[src/rtl/ppu_pkg.sv]
// Shared posit unit types: posit word, FIR operation result, special-result descriptor.
// Also holds the NaR helpers used by the normalization tail.
package ppu_pkg;

  localparam int PPU_N              = 16;
  localparam int PPU_ES             = 1;
  localparam int PPU_TE_BITS        = 7;
  localparam int PPU_FIR_TOTAL_SIZE = 43;
  localparam int PPU_FRAC_FULL_SIZE = 28;
  localparam int PPU_FIR_FRAC_W     = PPU_FIR_TOTAL_SIZE - 1 - PPU_TE_BITS;

  typedef logic [PPU_N-1:0] posit_t;

  // Value is (-1)^sign * 2^total_exponent * 1.frac
  typedef struct packed {
    logic                        sign;
    logic [PPU_TE_BITS-1:0]      total_exponent;
    logic [PPU_FIR_FRAC_W-1:0]   frac;
  } fir_t;

  typedef struct packed {
    fir_t fir;
    logic frac_truncated;
  } ops_out_meta_t;

  typedef struct packed {
    logic   special_tag;
    posit_t posit;
  } posit_special_t;

  function automatic logic [63:0] nar_word(input int unsigned w);
    return 64'd1 << (w - 1);
  endfunction

  function automatic logic is_nar(input posit_t p);
    return p == posit_t'(nar_word(PPU_N));
  endfunction

endpackage

[src/rtl/fir_to_posit.sv]
// Combinational FIR-to-posit encoder with round-to-nearest-even on the bit pattern.
// Out-of-range magnitudes saturate to maxpos/minpos; never produces zero or NaR.
module fir_to_posit #(
  parameter int N              = 16,
  parameter int ES             = 1,
  parameter int FIR_TOTAL_SIZE = 43,
  parameter int TE_BITS        = 7,
  parameter int FRAC_FULL_SIZE = 28
) (
  input  logic [FIR_TOTAL_SIZE-1:0] fir_i,
  input  logic                      frac_truncated_i,
  output logic [N-1:0]              posit_o
);

  localparam int FW = FIR_TOTAL_SIZE - 1 - TE_BITS;
  localparam int LW = 2 + ES + FRAC_FULL_SIZE + N;
  localparam logic signed [TE_BITS-1:0] K_MAX  = TE_BITS'(N - 2);
  localparam logic        [TE_BITS-1:0] SH_MAX = TE_BITS'(N - 1);

  logic                      sign;
  logic signed [TE_BITS-1:0] te;
  logic signed [TE_BITS-1:0] k;
  logic [ES-1:0]             e;
  logic [FRAC_FULL_SIZE-1:0] frac_kept;
  logic                      frac_sticky;
  logic [TE_BITS-1:0]        sh;
  logic [LW-1:0]             body;
  logic [LW-1:0]             shifted;
  logic [N-2:0]              pre;
  logic [N-2:0]              mag;
  logic                      guard;
  logic                      sticky;
  logic                      round_up;

  always_comb begin
    sign        = fir_i[FIR_TOTAL_SIZE-1];
    te          = fir_i[FIR_TOTAL_SIZE-2 -: TE_BITS];
    frac_kept   = fir_i[FW-1 -: FRAC_FULL_SIZE];
    frac_sticky = (|fir_i[FW-FRAC_FULL_SIZE-1:0]) | frac_truncated_i;
    k           = te >>> ES;
    e           = te[ES-1:0];
    // Seed "10" (k>=0) or "01" (k<0); the arithmetic shift replicates the lead bit into the regime run.
    sh          = k[TE_BITS-1] ? ~k : k;
    if (sh > SH_MAX) sh = SH_MAX;
    body        = {(k[TE_BITS-1] ? 2'b01 : 2'b10), e, frac_kept, {N{1'b0}}};
    shifted     = $signed(body) >>> sh;
    pre         = shifted[LW-1 -: N-1];
    guard       = shifted[LW-N];
    sticky      = (|shifted[LW-N-1:0]) | frac_sticky;
    round_up    = guard & (pre[0] | sticky);
    mag         = pre + (N-1)'(round_up);
    if (k > K_MAX)       mag = '1;
    else if (k < -K_MAX) mag = (N-1)'(1);
    posit_o     = sign ? (~{1'b0, mag} + N'(1)) : {1'b0, mag};
  end

endmodule

[src/rtl/norm_pipe_stage.sv]
// One elastic register slice: 1-cycle latency, accepts whenever empty or draining.
// Ready is combinational from downstream ready; payload only written by a valid load.
module norm_pipe_stage #(
  parameter int W = 21
) (
  input  logic         clk_i,
  input  logic         rst_i,
  input  logic         in_valid_i,
  output logic         in_ready_o,
  input  logic [W-1:0] in_data_i,
  output logic         out_valid_o,
  input  logic         out_ready_i,
  output logic [W-1:0] out_data_o
);

  logic         valid_q, valid_d;
  logic [W-1:0] data_q, data_d;

  always_comb begin
    in_ready_o = !valid_q || out_ready_i;
    valid_d    = in_ready_o ? in_valid_i : valid_q;
    data_d     = (in_ready_o && in_valid_i) ? in_data_i : data_q;
  end

  always_ff @(posedge clk_i or posedge rst_i) begin
    if (rst_i) begin
      valid_q <= 1'b0;
      data_q  <= '0;
    end else begin
      valid_q <= valid_d;
      data_q  <= data_d;
    end
  end

  assign out_valid_o = valid_q;
  assign out_data_o  = data_q;

endmodule

[src/rtl/normalization_pipe.sv]
// Posit normalization tail: FIR encode or special bypass, then PIPE_DEPTH elastic stages.
// Latency PIPE_DEPTH, 1/cycle; in_ready_o is the combinational ready chain; counts NaR outputs.
module normalization_pipe
  import ppu_pkg::*;
#(
  parameter int N              = PPU_N,
  parameter int ES             = PPU_ES,
  parameter int FIR_TOTAL_SIZE = PPU_FIR_TOTAL_SIZE,
  parameter int TE_BITS        = PPU_TE_BITS,
  parameter int FRAC_FULL_SIZE = PPU_FRAC_FULL_SIZE,
  parameter int PIPE_DEPTH     = 2,
  parameter int TAG_W          = 4,
  parameter int CNT_W          = 16
) (
  input  logic             clk_i,
  input  logic             rst_i,
  input  logic             in_valid_i,
  output logic             in_ready_o,
  input  ops_out_meta_t    ops_result_i,
  input  posit_special_t   p_special_i,
  input  logic [TAG_W-1:0] tag_i,
  output logic             out_valid_o,
  input  logic             out_ready_i,
  output posit_t           posit_o,
  output logic [TAG_W-1:0] tag_o,
  output logic             special_o,
  input  logic             clear_i,
  output logic [CNT_W-1:0] nar_count_o
);

  localparam int PW = N + TAG_W + 1;

  posit_t            conv_posit;
  posit_t            in_posit;
  logic [PIPE_DEPTH:0] vld_chain;
  logic [PIPE_DEPTH:0] rdy_chain;
  logic [PW-1:0]     dat_chain [0:PIPE_DEPTH];
  logic [CNT_W-1:0]  nar_count_q, nar_count_d;

  fir_to_posit #(
    .N              (N),
    .ES             (ES),
    .FIR_TOTAL_SIZE (FIR_TOTAL_SIZE),
    .TE_BITS        (TE_BITS),
    .FRAC_FULL_SIZE (FRAC_FULL_SIZE)
  ) u_fir_to_posit (
    .fir_i            (ops_result_i.fir),
    .frac_truncated_i (ops_result_i.frac_truncated),
    .posit_o          (conv_posit)
  );

  assign in_posit     = p_special_i.special_tag ? p_special_i.posit : conv_posit;
  assign vld_chain[0] = in_valid_i;
  assign dat_chain[0] = {in_posit, tag_i, p_special_i.special_tag};
  assign rdy_chain[PIPE_DEPTH] = out_ready_i;
  assign in_ready_o   = rdy_chain[0];

  for (genvar k = 0; k < PIPE_DEPTH; k++) begin : g_stage
    norm_pipe_stage #(.W(PW)) u_stage (
      .clk_i       (clk_i),
      .rst_i       (rst_i),
      .in_valid_i  (vld_chain[k]),
      .in_ready_o  (rdy_chain[k]),
      .in_data_i   (dat_chain[k]),
      .out_valid_o (vld_chain[k+1]),
      .out_ready_i (rdy_chain[k+1]),
      .out_data_o  (dat_chain[k+1])
    );
  end

  assign out_valid_o = vld_chain[PIPE_DEPTH];
  assign {posit_o, tag_o, special_o} = dat_chain[PIPE_DEPTH];

  // Clear wins over a same-cycle count; the count sticks at all-ones.
  always_comb begin
    nar_count_d = nar_count_q;
    if (clear_i)
      nar_count_d = '0;
    else if (out_valid_o && out_ready_i && is_nar(posit_o) && (nar_count_q != '1))
      nar_count_d = nar_count_q + CNT_W'(1);
  end

  always_ff @(posedge clk_i or posedge rst_i) begin
    if (rst_i) nar_count_q <= '0;
    else       nar_count_q <= nar_count_d;
  end

  assign nar_count_o = nar_count_q;

endmodule

[config.mk]
export PLATFORM = sky130hd
export DESIGN_NAME = normalization_pipe
export DESIGN_NICKNAME = d
export VERILOG_FILES = /design/src/rtl/ppu_pkg.sv /design/src/rtl/fir_to_posit.sv /design/src/rtl/norm_pipe_stage.sv /design/src/rtl/normalization_pipe.sv
export SDC_FILE = /design/constraint.sdc
export NUM_CORES = 1
export LEC_CHECK = 0
export CORE_MARGIN = 4
export CORE_UTILIZATION = 30
export DETAILED_ROUTE_END_ITERATION = 10
export GPL_ROUTABILITY_DRIVEN = 0
export PLACE_DENSITY_LB_ADDON = 0.2
export SLEW_MARGIN = 20
export SYNTH_ARGS = -nofsm -noshare
export SYNTH_HDL_FRONTEND = slang
export SYNTH_HIERARCHICAL = 1
export SYNTH_SLANG_ARGS = --single-unit
export TNS_END_PERCENT = 5
[constraint.sdc]
create_clock -name clk_i -period 2.11 [get_ports clk_i]
set_input_delay 0.422 -clock clk_i [delete_from_list [all_inputs] [get_ports clk_i]]
set_output_delay 0.422 -clock clk_i [all_outputs]
set_load 0.02 [all_outputs]
==> results.yml <==
outcome:
  outcome: "finished with violations"
  violations: "setup timing"
layout:
  layout-drive-gt1-share_pct: 44.1
  syn2layout_area_growth_pct: 63.6
  n_antenna_cell: 0
  fill_cells: 1898
  fin_area_um2: 10000
  final_cells: 1263
  final_nets: 1063
  fin_util_pct: 49.8
floorplanning:
  die_y_um: 151
  std_cell_rows: 52
  die_width_um: 151
  dieArea_um2: 22800
  initial_utilization_pct: 30.5
  core_um2: 20200
  io_pins: 109
yosys:
  yosys_register_bits: 60
  synth_edf_count: 0
  syn-num-nets: 746
  netlist_top_cells_count: "dfrtp_1 (60), a21oi_1 (51), nor2_1 (43)"
  avgSynthCellArea_um2: 9.15
  ys_warn_count: 6
  synth-main-ff-cell: "dfrtp_1"
  synth_top_area_share_pct: 24.4
  synth.area.top_cells: "dfrtp_1 (24%), mux2_4 (9.8%), a21oi_1 (4.2%)"
  synth_area_um2: 6140
  ys_types: 104
  yosysMostFrequentCell: "dfrtp_1"
  postSynthCellCount: 671
  synth-seq-area-share_pct: 24.4
  async_reset_ff_share_pct: 100
  yosys.area.top_type: "dfrtp_1"
clock_tree:
  cts_tree: "done"
  cts_root_buf: "clkbuf_16"
  cts.path.max_buffers: 2
  clkSinkCount: 60
  cts_made_buffers: 9
  clkLatencyLatePin_ps: 320
  htreeDepth: 3
  path_clk_slew_ps: 60
  ctsHoldBuffers: 0
routing:
  detail-route-antenna-nets: 0
  dr.first_iter.drc_count: 446
  dr.pass1.iters: 5
  drcViolationCount: 0
  avgViaCountPerCell: 5.36
  num_vias: 6765
  post_drt_wl_per_cell_um: 17.7
  wl_um: 22400
timing:
  slew_headroom_pct: 57.2
  slew_viol_final: 0
  fin_ws_ps: -2150
  finalSetupViolations: 27
  worst_pin_slew_ps: 641
  rsz0062_at_grt: "yes"
  fin_skew_ps: 11.3
  period_minus_slack_ps: 4260
  fmaxAchievable_ghz: 0.235
  hold_viol: 0
  fin_crit_sh_pct: 202
pwr:
  fin_total_pwr_mw: 6.20
  powerDensity_nw_per_um2: 617
  leakage_nw: 4.24
  peakVddDrop_mv: 0.513
placement:
  pre_cts_slack_ps: -3110
  place_inst: 1207
  dp_hpwl_um: 17200
  placed_area_um2: 8920
  port_buffers: 108
critical_path:
  endpoint_kind: "register"
  required_ps: 2320
  worstPathArrival_ps: 4470
  cp-start-kind: "input pin"
  critical_path_class: "in -> reg"
  crit_fanout: 6
global_routing:
  grt_max_degree: 33
  grtUsageTotal_pct: 19.4
  antenna_found_initial: 0
  grt_pass1_vias: 6960
  grt_pass1_wl_um: 35800
  grt_overflow: 0
run:
  maxCapViolations: 0
hold_path:
  hold_path_class: "in -> async"
## through the flow
stage | setup TNS, ps | hold slack, ps
4_1_cts | -29190 | 508
6_report | -30030 | 501
3_3_place_gp | -44000 | 481
5_1_grt | -33250 | 525
3_5_place_dp | -46060 | 496
2_1_floorplan | -32480 | 336
## final timing paths
| path | slack [ps] | depth (start not counted) | start | endpoint |
|---|---|---|---|---|
| setup / recovery | -2150 | 22 | ops_result_i[41] | g_stage[0].u_stage/out_data_o[19] |
| hold / removal | 500 | 3 | rst_i | g_stage[1].u_stage/out_data_o[20] |
| setup reg to reg | -250 | 6 | g_stage[1].u_stage/out_data_o[11] | nar_count_o[3] |
| hold reg to reg | 500 | 1 | g_stage[1].u_stage/out_data_o[4] | g_stage[1].u_stage/out_data_o[4] |
| max in group asynchronous | 1140 | 2 | rst_i | nar_count_o[10] |
| min in group clk_i | 500 | 1 | g_stage[1].u_stage/out_data_o[4] | g_stage[1].u_stage/out_data_o[4] |
## power breakdown
part / leakage [nW] / internal [mW] / switching, mW
clock: 0.149 / 1.03 / 0.515
combinational: 3.36 / 1.70 / 1.42
sequential: 0.733 / 1.38 / 0.157
total: 4.24 / 4.10 / 2.09
## final cells by class
| class | count | area [µm²] | area share [%] |
|---|---|---|---|
| Multi-Input combinational cell | 541 | 4640 | 46.2 |
| Timing Repair Buffer | 356 | 3160 | 31.4 |
| Sequential cell | 60 | 1500 | 14.9 |
| Tap cell | 270 | 338 | 3.36 |
| Clock buffer | 10 | 229 | 2.28 |
| Clock inverter | 6 | 88.8 | 0.884 |
| Inverter | 20 | 87.6 | 0.872 |
## flip-flops by register name, summed over array words and instances, names as in the netlist
register,cells
g_stage.u_stage/out_data_o,42
nar_count_o,16
g_stage.u_stage/out_valid_o,2
## cell usage in the layout (no fill, tap or decap), types with 5 or more instances in the layout
cell and n:
a21oi_2 12, nor2_1 41, inv_1 15, xor2_1 7, mux2i_1 10, dlygate4sd2_1 5
o31ai_1 5, nor3_1 9, a211oi_1 9, o21ai_0 25, clkbuf_16 10, nand4_1 10
nand2_1 39, clkdlybuf4s50_1 98, buf_12 12, a21o_1 7, mux2_2 18, or3_1 12
nand2b_1 6, dfrtp_1 60, mux2_4 43, a21oi_1 40, nand3_1 29, buf_4 222
nand3b_1 5, o21ai_1 19, a31oi_1 10, a211o_1 7, o21ai_2 7, buf_6 13
xnor2_1 10
## repair_timing
item | 4_1_cts | 5_1_grt
gates resized for setup | 90 | 42
setup buffers | 29 | 10
hold endpoints to repair | 0 | 0
endpoints found under the setup margin | 29 | 31
pin swaps | 42 | 24
gates cloned | 1 | 1
## critical path: stages
cell	delay, ps
buf_6	90
inv_4	30
ha_4	280
buf_8	160
buf_4	130
a2bb2oi_1	160
a221o_1	330
o21ai_2	90
nor2_1	70
a21oi_1	150
ha_2	210
inv_2	50
a211oi_4	260
buf_4	170
a211o_1	110
nand2_1	130
nor4_4	300
nand4_1	240
o41ai_4	420
xor2_1	110
mux2_4	280
mux2_4	260
## logic make-up after synthesis
group | synth area share (%)
fa+ha+maj | 1.02
compound gates | 25.5
xor+xnor | 4.14
flops | 24.4
simple gates | 20.9
buf+inv | 7.27
mux | 16.7
## routing by layer
metal	up-vias	track usage [%]	share of wire [%]
met5	-	0	0
met4	0	5.35	1.8
met3	35	2.12	4.7
met2	244	33.0	49
met1	3296	26.1	44
li1	3190	-	-
Note: power is estimated with default switching activity, not from simulation.
